===== src/rtl/mips_pkg.sv =====
// mips_pkg
//   Shared register-file write definitions used by the writeback stage, the
//   register file and the rf_write_arbiter.
//   DATA_W  : register data width
//   ADDR_W  : register address width (2**ADDR_W registers)
//   rf_wr_t : one register-file write {dest, data}
package mips_pkg;

  localparam int DATA_W = 16;
  localparam int ADDR_W = 3;

  typedef struct packed {
    logic [ADDR_W-1:0] dest;
    logic [DATA_W-1:0] data;
  } rf_wr_t;

endpackage


===== src/rtl/mdu_result_fifo.sv =====
// mdu_result_fifo
//   Small circular FIFO holding completed MDU results until the register-file
//   write port is free.
//   clk_i, rst_ni : clock, asynchronous active-low reset
//   push_i, wr_i  : enqueue wr_i (ignored while full)
//   pop_i         : dequeue the head entry (ignored while empty)
//   head_o        : oldest entry, valid while empty_o is low
//   empty_o       : no entries held
//   count_o       : number of entries held (0..DEPTH)
module mdu_result_fifo
  import mips_pkg::*;
#(
  parameter int DEPTH = 2,
  localparam int PW = $clog2(DEPTH),
  localparam int CW = PW + 1
) (
  input  logic          clk_i,
  input  logic          rst_ni,
  input  logic          push_i,
  input  rf_wr_t        wr_i,
  input  logic          pop_i,
  output rf_wr_t        head_o,
  output logic          empty_o,
  output logic [CW-1:0] count_o
);

  localparam logic [CW-1:0] DEPTH_C = CW'(DEPTH);

  rf_wr_t        mem_q [DEPTH];
  logic [PW-1:0] wr_ptr_q, wr_ptr_d;
  logic [PW-1:0] rd_ptr_q, rd_ptr_d;
  logic [CW-1:0] count_q, count_d;
  logic          full_s;
  logic          push_ok_s;
  logic          pop_ok_s;

  assign full_s    = (count_q == DEPTH_C);
  assign empty_o   = (count_q == {CW{1'b0}});
  assign count_o   = count_q;
  assign head_o    = mem_q[rd_ptr_q];
  assign push_ok_s = push_i & ~full_s;
  assign pop_ok_s  = pop_i & ~empty_o;

  // Pointer and occupancy next-state; DEPTH is a power of two so pointers wrap naturally.
  always_comb begin
    wr_ptr_d = wr_ptr_q;
    rd_ptr_d = rd_ptr_q;
    count_d  = count_q;
    if (push_ok_s) begin
      wr_ptr_d = wr_ptr_q + PW'(1);
    end else begin
      wr_ptr_d = wr_ptr_q;
    end
    if (pop_ok_s) begin
      rd_ptr_d = rd_ptr_q + PW'(1);
    end else begin
      rd_ptr_d = rd_ptr_q;
    end
    case ({push_ok_s, pop_ok_s})
      2'b10:   count_d = count_q + CW'(1);
      2'b01:   count_d = count_q - CW'(1);
      default: count_d = count_q;
    endcase
  end

  // Pointer/occupancy state registers.
  always_ff @(posedge clk_i or negedge rst_ni) begin
    if (!rst_ni) begin
      wr_ptr_q <= {PW{1'b0}};
      rd_ptr_q <= {PW{1'b0}};
      count_q  <= {CW{1'b0}};
    end else begin
      wr_ptr_q <= wr_ptr_d;
      rd_ptr_q <= rd_ptr_d;
      count_q  <= count_d;
    end
  end

  // Entry storage; cleared on reset so stale results never reappear.
  always_ff @(posedge clk_i or negedge rst_ni) begin
    if (!rst_ni) begin
      for (int i = 0; i < DEPTH; i++) begin
        mem_q[i] <= '0;
      end
    end else if (push_ok_s) begin
      mem_q[wr_ptr_q] <= wr_i;
    end else begin
      mem_q[wr_ptr_q] <= mem_q[wr_ptr_q];
    end
  end

endmodule


===== src/rtl/rf_write_arbiter.sv =====
// rf_write_arbiter
//   Owns the single register-file write port. Writeback always wins; MDU
//   results queue in mdu_result_fifo and drain into cycles where WB is idle.
//   A busy scoreboard stalls decode on registers awaiting MDU results, and a
//   starvation counter raises hold_pipe so queued results eventually drain.
//   DATA_W/ADDR_W must match mips_pkg, which defines the FIFO entry type.
//   clk, rst                 : clock, asynchronous active-low reset
//   wb_write_*               : writeback stage write request
//   mdu_issue, mdu_issue_dest: MDU op issued by decode (marks dest busy)
//   mdu_valid/dest/data      : MDU result, accepted when mdu_ready
//   id_rs1/rs2/rd, id_valid  : decode operands; id_stall when any is busy
//   hold_pipe                : request a pipeline bubble for the MDU
//   rf_we/rf_waddr/rf_wdata  : register-file write port
//   busy_vec                 : scoreboard contents
module rf_write_arbiter
  import mips_pkg::*;
#(
  parameter int DATA_W       = mips_pkg::DATA_W,
  parameter int ADDR_W       = mips_pkg::ADDR_W,
  parameter int DEPTH        = 2,
  parameter int STARVE_LIMIT = 4
) (
  input  logic                 clk,
  input  logic                 rst,
  input  logic                 wb_write_en,
  input  logic [ADDR_W-1:0]    wb_write_dest,
  input  logic [DATA_W-1:0]    wb_write_data,
  input  logic                 mdu_issue,
  input  logic [ADDR_W-1:0]    mdu_issue_dest,
  input  logic                 mdu_valid,
  input  logic [ADDR_W-1:0]    mdu_dest,
  input  logic [DATA_W-1:0]    mdu_data,
  output logic                 mdu_ready,
  input  logic [ADDR_W-1:0]    id_rs1,
  input  logic [ADDR_W-1:0]    id_rs2,
  input  logic [ADDR_W-1:0]    id_rd,
  input  logic                 id_valid,
  output logic                 id_stall,
  output logic                 hold_pipe,
  output logic                 rf_we,
  output logic [ADDR_W-1:0]    rf_waddr,
  output logic [DATA_W-1:0]    rf_wdata,
  output logic [2**ADDR_W-1:0] busy_vec
);

  localparam int NREG = 2**ADDR_W;
  localparam int CW   = $clog2(DEPTH) + 1;
  localparam int SW   = $clog2(STARVE_LIMIT + 1);

  localparam logic [CW-1:0] DEPTH_C    = CW'(DEPTH);
  localparam logic [SW-1:0] STARVE_MAX = SW'(STARVE_LIMIT);

  rf_wr_t          mdu_wr_s;
  rf_wr_t          head_s;
  logic            fifo_empty_s;
  logic [CW-1:0]   fifo_count_s;
  logic            push_s;
  logic            drain_s;
  logic [NREG-1:0] busy_q, busy_d;
  logic [NREG-1:0] set_mask_s, clr_mask_s;
  logic [SW-1:0]   starve_q, starve_d;
  logic            hold_q, hold_d;

  // Ready ignores a same-cycle drain, so it only depends on registered occupancy.
  assign mdu_ready     = (fifo_count_s < DEPTH_C);
  assign push_s        = mdu_valid & mdu_ready;
  assign drain_s       = ~wb_write_en & ~fifo_empty_s;
  assign mdu_wr_s.dest = mdu_dest;
  assign mdu_wr_s.data = mdu_data;

  mdu_result_fifo #(
    .DEPTH (DEPTH)
  ) u_fifo (
    .clk_i   (clk),
    .rst_ni  (rst),
    .push_i  (push_s),
    .wr_i    (mdu_wr_s),
    .pop_i   (drain_s),
    .head_o  (head_s),
    .empty_o (fifo_empty_s),
    .count_o (fifo_count_s)
  );

  // Write-port mux: WB first, then the FIFO head, otherwise idle with zeroed fields.
  always_comb begin
    rf_we    = 1'b0;
    rf_waddr = {ADDR_W{1'b0}};
    rf_wdata = {DATA_W{1'b0}};
    if (wb_write_en) begin
      rf_we    = 1'b1;
      rf_waddr = wb_write_dest;
      rf_wdata = wb_write_data;
    end else if (!fifo_empty_s) begin
      rf_we    = 1'b1;
      rf_waddr = head_s.dest;
      rf_wdata = head_s.data;
    end else begin
      rf_we    = 1'b0;
      rf_waddr = {ADDR_W{1'b0}};
      rf_wdata = {DATA_W{1'b0}};
    end
  end

  // Scoreboard next-state; OR-ing the set mask last makes a same-cycle issue win over a drain.
  always_comb begin
    set_mask_s = {NREG{1'b0}};
    clr_mask_s = {NREG{1'b0}};
    if (mdu_issue) begin
      set_mask_s = NREG'(1) << mdu_issue_dest;
    end else begin
      set_mask_s = {NREG{1'b0}};
    end
    if (drain_s) begin
      clr_mask_s = NREG'(1) << head_s.dest;
    end else begin
      clr_mask_s = {NREG{1'b0}};
    end
    busy_d = (busy_q & ~clr_mask_s) | set_mask_s;
  end

  // Starvation counter: counts WB-won cycles while results wait, saturating at the limit.
  always_comb begin
    starve_d = starve_q;
    if (fifo_empty_s || drain_s) begin
      starve_d = {SW{1'b0}};
    end else if (wb_write_en && (starve_q != STARVE_MAX)) begin
      starve_d = starve_q + SW'(1);
    end else begin
      starve_d = starve_q;
    end
    hold_d = (starve_d == STARVE_MAX);
  end

  // Scoreboard, starvation counter and hold request registers.
  always_ff @(posedge clk or negedge rst) begin
    if (!rst) begin
      busy_q   <= {NREG{1'b0}};
      starve_q <= {SW{1'b0}};
      hold_q   <= 1'b0;
    end else begin
      busy_q   <= busy_d;
      starve_q <= starve_d;
      hold_q   <= hold_d;
    end
  end

  // id_rd is checked too so a WB write cannot be overtaken by an older MDU result.
  assign id_stall  = id_valid & (busy_q[id_rs1] | busy_q[id_rs2] | busy_q[id_rd]);
  assign hold_pipe = hold_q;
  assign busy_vec  = busy_q;

endmodule


===== config.mk =====
export PLATFORM = sky130hd
export DESIGN_NAME = rf_write_arbiter
export DESIGN_NICKNAME = d
export VERILOG_FILES = /design/src/rtl/mips_pkg.sv /design/src/rtl/mdu_result_fifo.sv /design/src/rtl/rf_write_arbiter.sv
export SDC_FILE = /design/constraint.sdc
export NUM_CORES = 1
export LEC_CHECK = 0
export CORE_ASPECT_RATIO = 0.75
export CORE_MARGIN = 2
export CORE_UTILIZATION = 35
export DETAILED_ROUTE_END_ITERATION = 8
export GPL_ROUTABILITY_DRIVEN = 0
export GPL_TIMING_DRIVEN = 0
export MAX_ROUTING_LAYER = met4
export PLACE_DENSITY = 0.69
export SLEW_MARGIN = 40
export SYNTH_ARGS = -nofsm -noshare
export SYNTH_HDL_FRONTEND = slang
export SYNTH_SLANG_ARGS = --single-unit
export TNS_END_PERCENT = 100

===== constraint.sdc =====
create_clock -name clk -period 1.6 [get_ports clk]
set_input_delay 0.24 -clock clk [delete_from_list [all_inputs] [get_ports clk]]
set_output_delay 0.24 -clock clk [all_outputs]
set_load 0.1 [all_outputs]

* After elaboration in Yosys (flattened, before gate mapping) *
Index checks and enable logic that the tools add are counted.

storage, ports and cells
  bits of input ports = 56
  ROM bits = 0
  flip-flop bits (word level) = 54
  bits in writable memories = 0
  latch bits = 0
  memories kept = 0
  output and inout bits = 31
  logic and storage cells = 77

operators by class
  $mul = 0
  bitwise operators = 15
  magnitude comparators = 7
  shift-type cells = 2
  reduce and logical (&&, ||, !) cells = 5
  multiplexer cells = 28
  $add $sub $neg = 5
  equal/unequal tests = 5
  divide/modulo/power cells = 0

operator list
  operator               number
  $mux W19               7
  $bwmux W38             2
  $mux W38               1
  $mux W16               2
  $demux W19 S1          1
  $mux W8                2
  $shl A1 B3 Y8 const A  2
  $lt A3 B4 Y1 const B   3
  $mux W3                4
  $bmux W1 S3            3
  $and A8 B8 Y8          1
  $not A8 Y8             1
  $or A8 B8 Y8           1
  $and A1 B1 Y1          5
  $mux W1                5
  $eq A2 B2 Y1 const B   2
  $ge A2 B2 Y1 const B   2
  $not A1 Y2             2
  $pmux W2 S2            1
  $add A3 B1 Y3 const B  1
  $eq A3 B3 Y1 const B   1
  $ne A3 B3 Y1 const B   1
  $not A1 Y1             3
  $add A1 B1 Y1 const B  2
  10 further kinds       12

* Depth between registers and ports, before layout *
  depth after elaboration = 9
  depth in mapped cells = 7
  gate-level depth less buffers = 6

* By module *
From an unflattened synthesis, not the netlist that was laid out.

second synthesis, totals
  cells, all modules = 218
  area, all modules = 2885.3 µm²

by module, submodules not included
  module            cells each  times used  area an instance (µm²)  sequential area each (µm²)
  mdu_result_fifo   118         1           1946.9                  1051.0
  rf_write_arbiter  100         1           938.4                   300.3

* Worst setup path before layout *
No wires, ideal clock.

  path type = register to output
  start = register busy_q[1], in the netlist busy_vec[1]
  end = output id_stall
  required time = 1360 ps
  stages on the path, launching flop included = 4
  arrival time = 3060 ps
  buffers on the path = 0
  setup slack = -1700 ps
  cell sequence = dfrtp_1 mux4_2 nand2b_1 a31oi_1

between the ends
  cells in the longest elaborated chain, start to end = 5
  elaborated cells between the ends (all ways) = 9
  those cells by class = 6 x mux; 3 x bitwise

RTL lines
  what                           RTL line                 RTL
  start, declared                rf_write_arbiter.sv:59   logic [NREG-1:0] busy_q, busy_d;
  start signal, assigned         rf_write_arbiter.sv:137  busy_q <= {NREG{1'b0}};
  start signal, assigned         rf_write_arbiter.sv:141  busy_q <= busy_d;
  $bmux W1 S3                    rf_write_arbiter.sv:148  assign id_stall = id_valid & (busy_q[id_rs1] | busy_q[id_rs2] | busy_q[id_rd]);
  $mux W1 (not written as such)  rf_write_arbiter.sv:148
  $or A1 B1 Y1                   rf_write_arbiter.sv:148
  $or A1 B1 Y1 (*)               rf_write_arbiter.sv:148
  $and A1 B1 Y1 (*)              rf_write_arbiter.sv:148
  end, declared                  rf_write_arbiter.sv:38   output logic id_stall,

Every way passes the cells marked *; elsewhere a longest branch is shown, timed or not. The select of a mux whose other input is x is not followed.

* Worst setup path in the final report *
  start = register busy_q[7], in the netlist busy_vec[7]
  end = output id_stall

Same word-level chain as after synthesis.

==> impl_metrics.yaml <==
critical_path:
  regToRegEndpoint: "u_fifo.count_o[1]"
  worstPathMaxFanout: 4
  path_class: "reg -> out"
  path_cells: "mux4_2, a2111oi_4, a31oi_4, buf_12"
  r2r_cells: 9
  cp_num_buf_inv: 1
  critPathArrivalTime_ns: 2.00
  r2r_slack_ns: -0.05
  cp_data_required_time_ns: 1.36
  timing.rr.start: "u_fifo.count_o[0]"
  critPathTopFamily: "multiplexers"
  cp-start-kind: "register"
  cp_slowest_stage_delay_ns: 0.51
  slowest_stage: "mux4_2"
  worstSetupEndpointType: "output pin"
grt:
  grt_pass1_wl_um: 12700
  track_usage_pct: 19.8
  antenna_found_initial: 0
  grt.overflow.total: 0
  grt_max_degree: 29
  grt_pass1_vias: 2390
timing:
  period_minus_slack_ns: 2.24
  fmax_mhz: 447
  hold_viol_final: 0
  maxSlewHeadroom_pct: 67.4
  worst_pin_slew_ns: 0.493
  slew_viol_final: 0
  clock_skew_ns: 0.0120
  rsz0062_at_grt: "yes"
  tns_ns: -4.15
  setup_slack_ns: -0.638
  setup_viol: 22
  period_share_pct: 140
die:
  die_area_mm2: 0.00863
  rows: 28
  die_w_um: 107
  fp.dieH_um: 81.0
  io-pin-count: 87
  initial_core_util_pct: 35.6
  core_mm2: 0.00778
synthesis:
  ys_types: 28
  synth_nets: 298
  ys.flop_type: "dfrtp_1"
  synth_warnings: 0
  ys_seq_area_share_pct: 48.9
  syn_inst: 239
  syn_area_mm2: 0.00277
  synth-seq-cells: 54
  synth_edf_count: 0
  synthArstFlopShare_pct: 100
  synth.avg_cell_area_um2: 11.6
power:
  leakagePower_nw: 2.05
  peakVddDrop_mv: 1.53
  cellPowerDensity_mw_per_mm2: 2240
clock_network:
  cts_buffers: 5
  htree_levels: 2
  path_clk_slew_ns: 0.09
  cts_max_path_buffers: 2
  cts.sinks: 54
  clkLatencyLatePin_ns: 0.32
  cts_root_buf: "clkbuf_8"
  cts_tree: "built"
detailed_routing:
  wl_per_cell_um: 16.9
  drt_iter0_drc: 102
  wl_um: 7800
  met1Wirelength_um: 3830
  routed-wl-met2_um: 3490
  antenna_left: 0
  drt_first_pass_iters: 4
  vias: 2326
  viasPerCell: 5.03
  drc: 0
  maxUsedRoutingLayer: "met4"
  wl_met3_um: 403
placement:
  dp_hpwl_um: 5020
  port_buffers: 86
  post-place-ws_ns: -1.08
job:
  cap_violations: 0
run_status:
  violations: "negative setup slack"
  status: "complete, but fails checks"
cells_and_area:
  fillers: 584
  antenna_cells: 0
  areaGrowthSynthToFinish_pct: 78.0
  layout-drive-gt1-share_pct: 47.6
  fin_nets: 415
hold_path:
  hp-class: "in -> async"
[placed cells by master, fill, tap and decap left out, types with 2 or more instances in the layout]
master	instances
clkinvlp_4	2
nor2_1	4
a31oi_1	4
mux2i_2	11
mux4_2	4
dfrtp_1	43
clkbuf_8	7
and3b_1	2
nor3b_1	3
mux2i_1	7
ha_1	2
clkbuf_1	2
mux2i_4	6
nand2_1	25
buf_6	9
buf_2	9
buf_12	27
buf_4	11
xnor2_1	6
nor3_1	3
inv_1	6
mux2_2	15
nand2_4	2
nand2b_1	5
clkbuf_16	3
mux2_4	23
clkdlybuf4s50_1	53
dfrtp_2	5
buf_8	3
dfrtp_4	6
o31ai_1	2
o21ai_4	18
o21ai_0	14
[metrics by stage]
step           area, um2  hold slack, ns  cells  util, %  total power [mW]
5_1_grt             4920           0.384    462     63.3              11.6
3_3_place_gp        4170           0.488    430     53.6              8.59
3_5_place_dp        4030           0.182    431     51.8              8.40
2_1_floorplan       3180         -0.0556    239        -              7.42
6_report            4920           0.378    462     63.3              11.0
4_1_cts             4850           0.374    461     62.4              10.9
[cell usage after synthesis (all sizes together) (4+ instances only)]
cell,n,area (um2)
clkbuf,4,15.0
mux2i,24,240
inv,8,30.0
a31oi,5,31.3
mux4,4,90.1
xnor2,6,52.6
nand2,27,101
mux2,38,428
nand2b,5,31.3
nor2,5,26.3
buf,5,31.3
dfrtp,54,1350
o21ai,33,165
[cells by family (layout without fill, tap and decap cells)]
family | after synthesis | after routing | share of synthesized area (%)
xor gates and xnor gates | 6 | 6 | 1.90
adders and majority gates | 3 | 3 | 1.36
DFF | 54 | 54 | 48.9
buffers and inverters | 17 | 135 | 2.76
AOI/OAI and AO/OA | 44 | 44 | 8.96
and+or+nand+nor | 49 | 49 | 8.73
muxes | 66 | 66 | 27.4
[routing by layer]
| layer | vias to the layer above | GRT usage [%] |
|---|---|---|
| met2 | 69 | 30.1 |
| met1 | 1159 | 27.3 |
| met3 | 8 | 4.17 |
| li1 | 1090 | - |
| met4 | 0 | 4.68 |
| met5 | - | - |
[worst max path at each step]
stage	startpoint	end	slack (ns)	depth (start not counted)
2_1_floorplan	busy_vec[7]	id_stall	-0.48	3
3_3_place_gp	wb_write_en	rf_wdata[6]	-1.76	6
3_5_place_dp	wb_write_en	rf_wdata[9]	-1.08	6
4_1_cts	busy_vec[4]	id_stall	-0.65	4
5_1_grt	busy_vec[7]	id_stall	-0.73	4
6_report	busy_vec[7]	id_stall	-0.64	4
[final cells by class]
cell class / count / area (um2) / share of cell area [%]
Timing Repair Buffer: 111 / 1310 / 26.7
Clock inverter: 1 / 7.51 / 0.153
Multi-Input combinational cell: 168 / 1820 / 37.1
Sequential cell: 54 / 1380 / 28.0
Tap cell: 105 / 131 / 2.67
Buffer: 8 / 153 / 3.10
Clock buffer: 7 / 76.3 / 1.55
Inverter: 8 / 36.3 / 0.737
[worst register-to-register path: cells and delay by family (launching register included)]
family | cells | cell delay [ns]
compound gates | 1 | 0.20
xor+xnor | 2 | 0.23
flops | 1 | 0.45
buf+inv | 4 | 0.45
simple gates | 1 | 0.11
fa+ha+maj | 1 | 0.14
[what timing repair did]
item,in CTS,in global routing
cloned,2,0
setup buffers,19,5
endpoints found under the hold margin,26,0
setup endpoints to repair,34,49
hold buffers,1,0
resized for setup,136,19
pin swaps,13,14
[report_power, final]
group / switching [mW] / total (mW) / internal, mW / leakage, nW
clock: 0.456 / 0.767 / 0.311 / 0.0385
combinational: 4.18 / 7.49 / 3.31 / 1.38
sequential: 0.660 / 2.77 / 2.11 / 0.633
[flip-flops by register name, indices dropped and copies added (netlist names)]
signal / count
busy_vec: 8
hold_pipe: 1
starve_q: 3
u_fifo.count_o: 2
u_fifo.mem_q: 38
u_fifo.rd_ptr_q: 1
u_fifo.wr_ptr_q: 1
(Power assumes the default switching activity.)
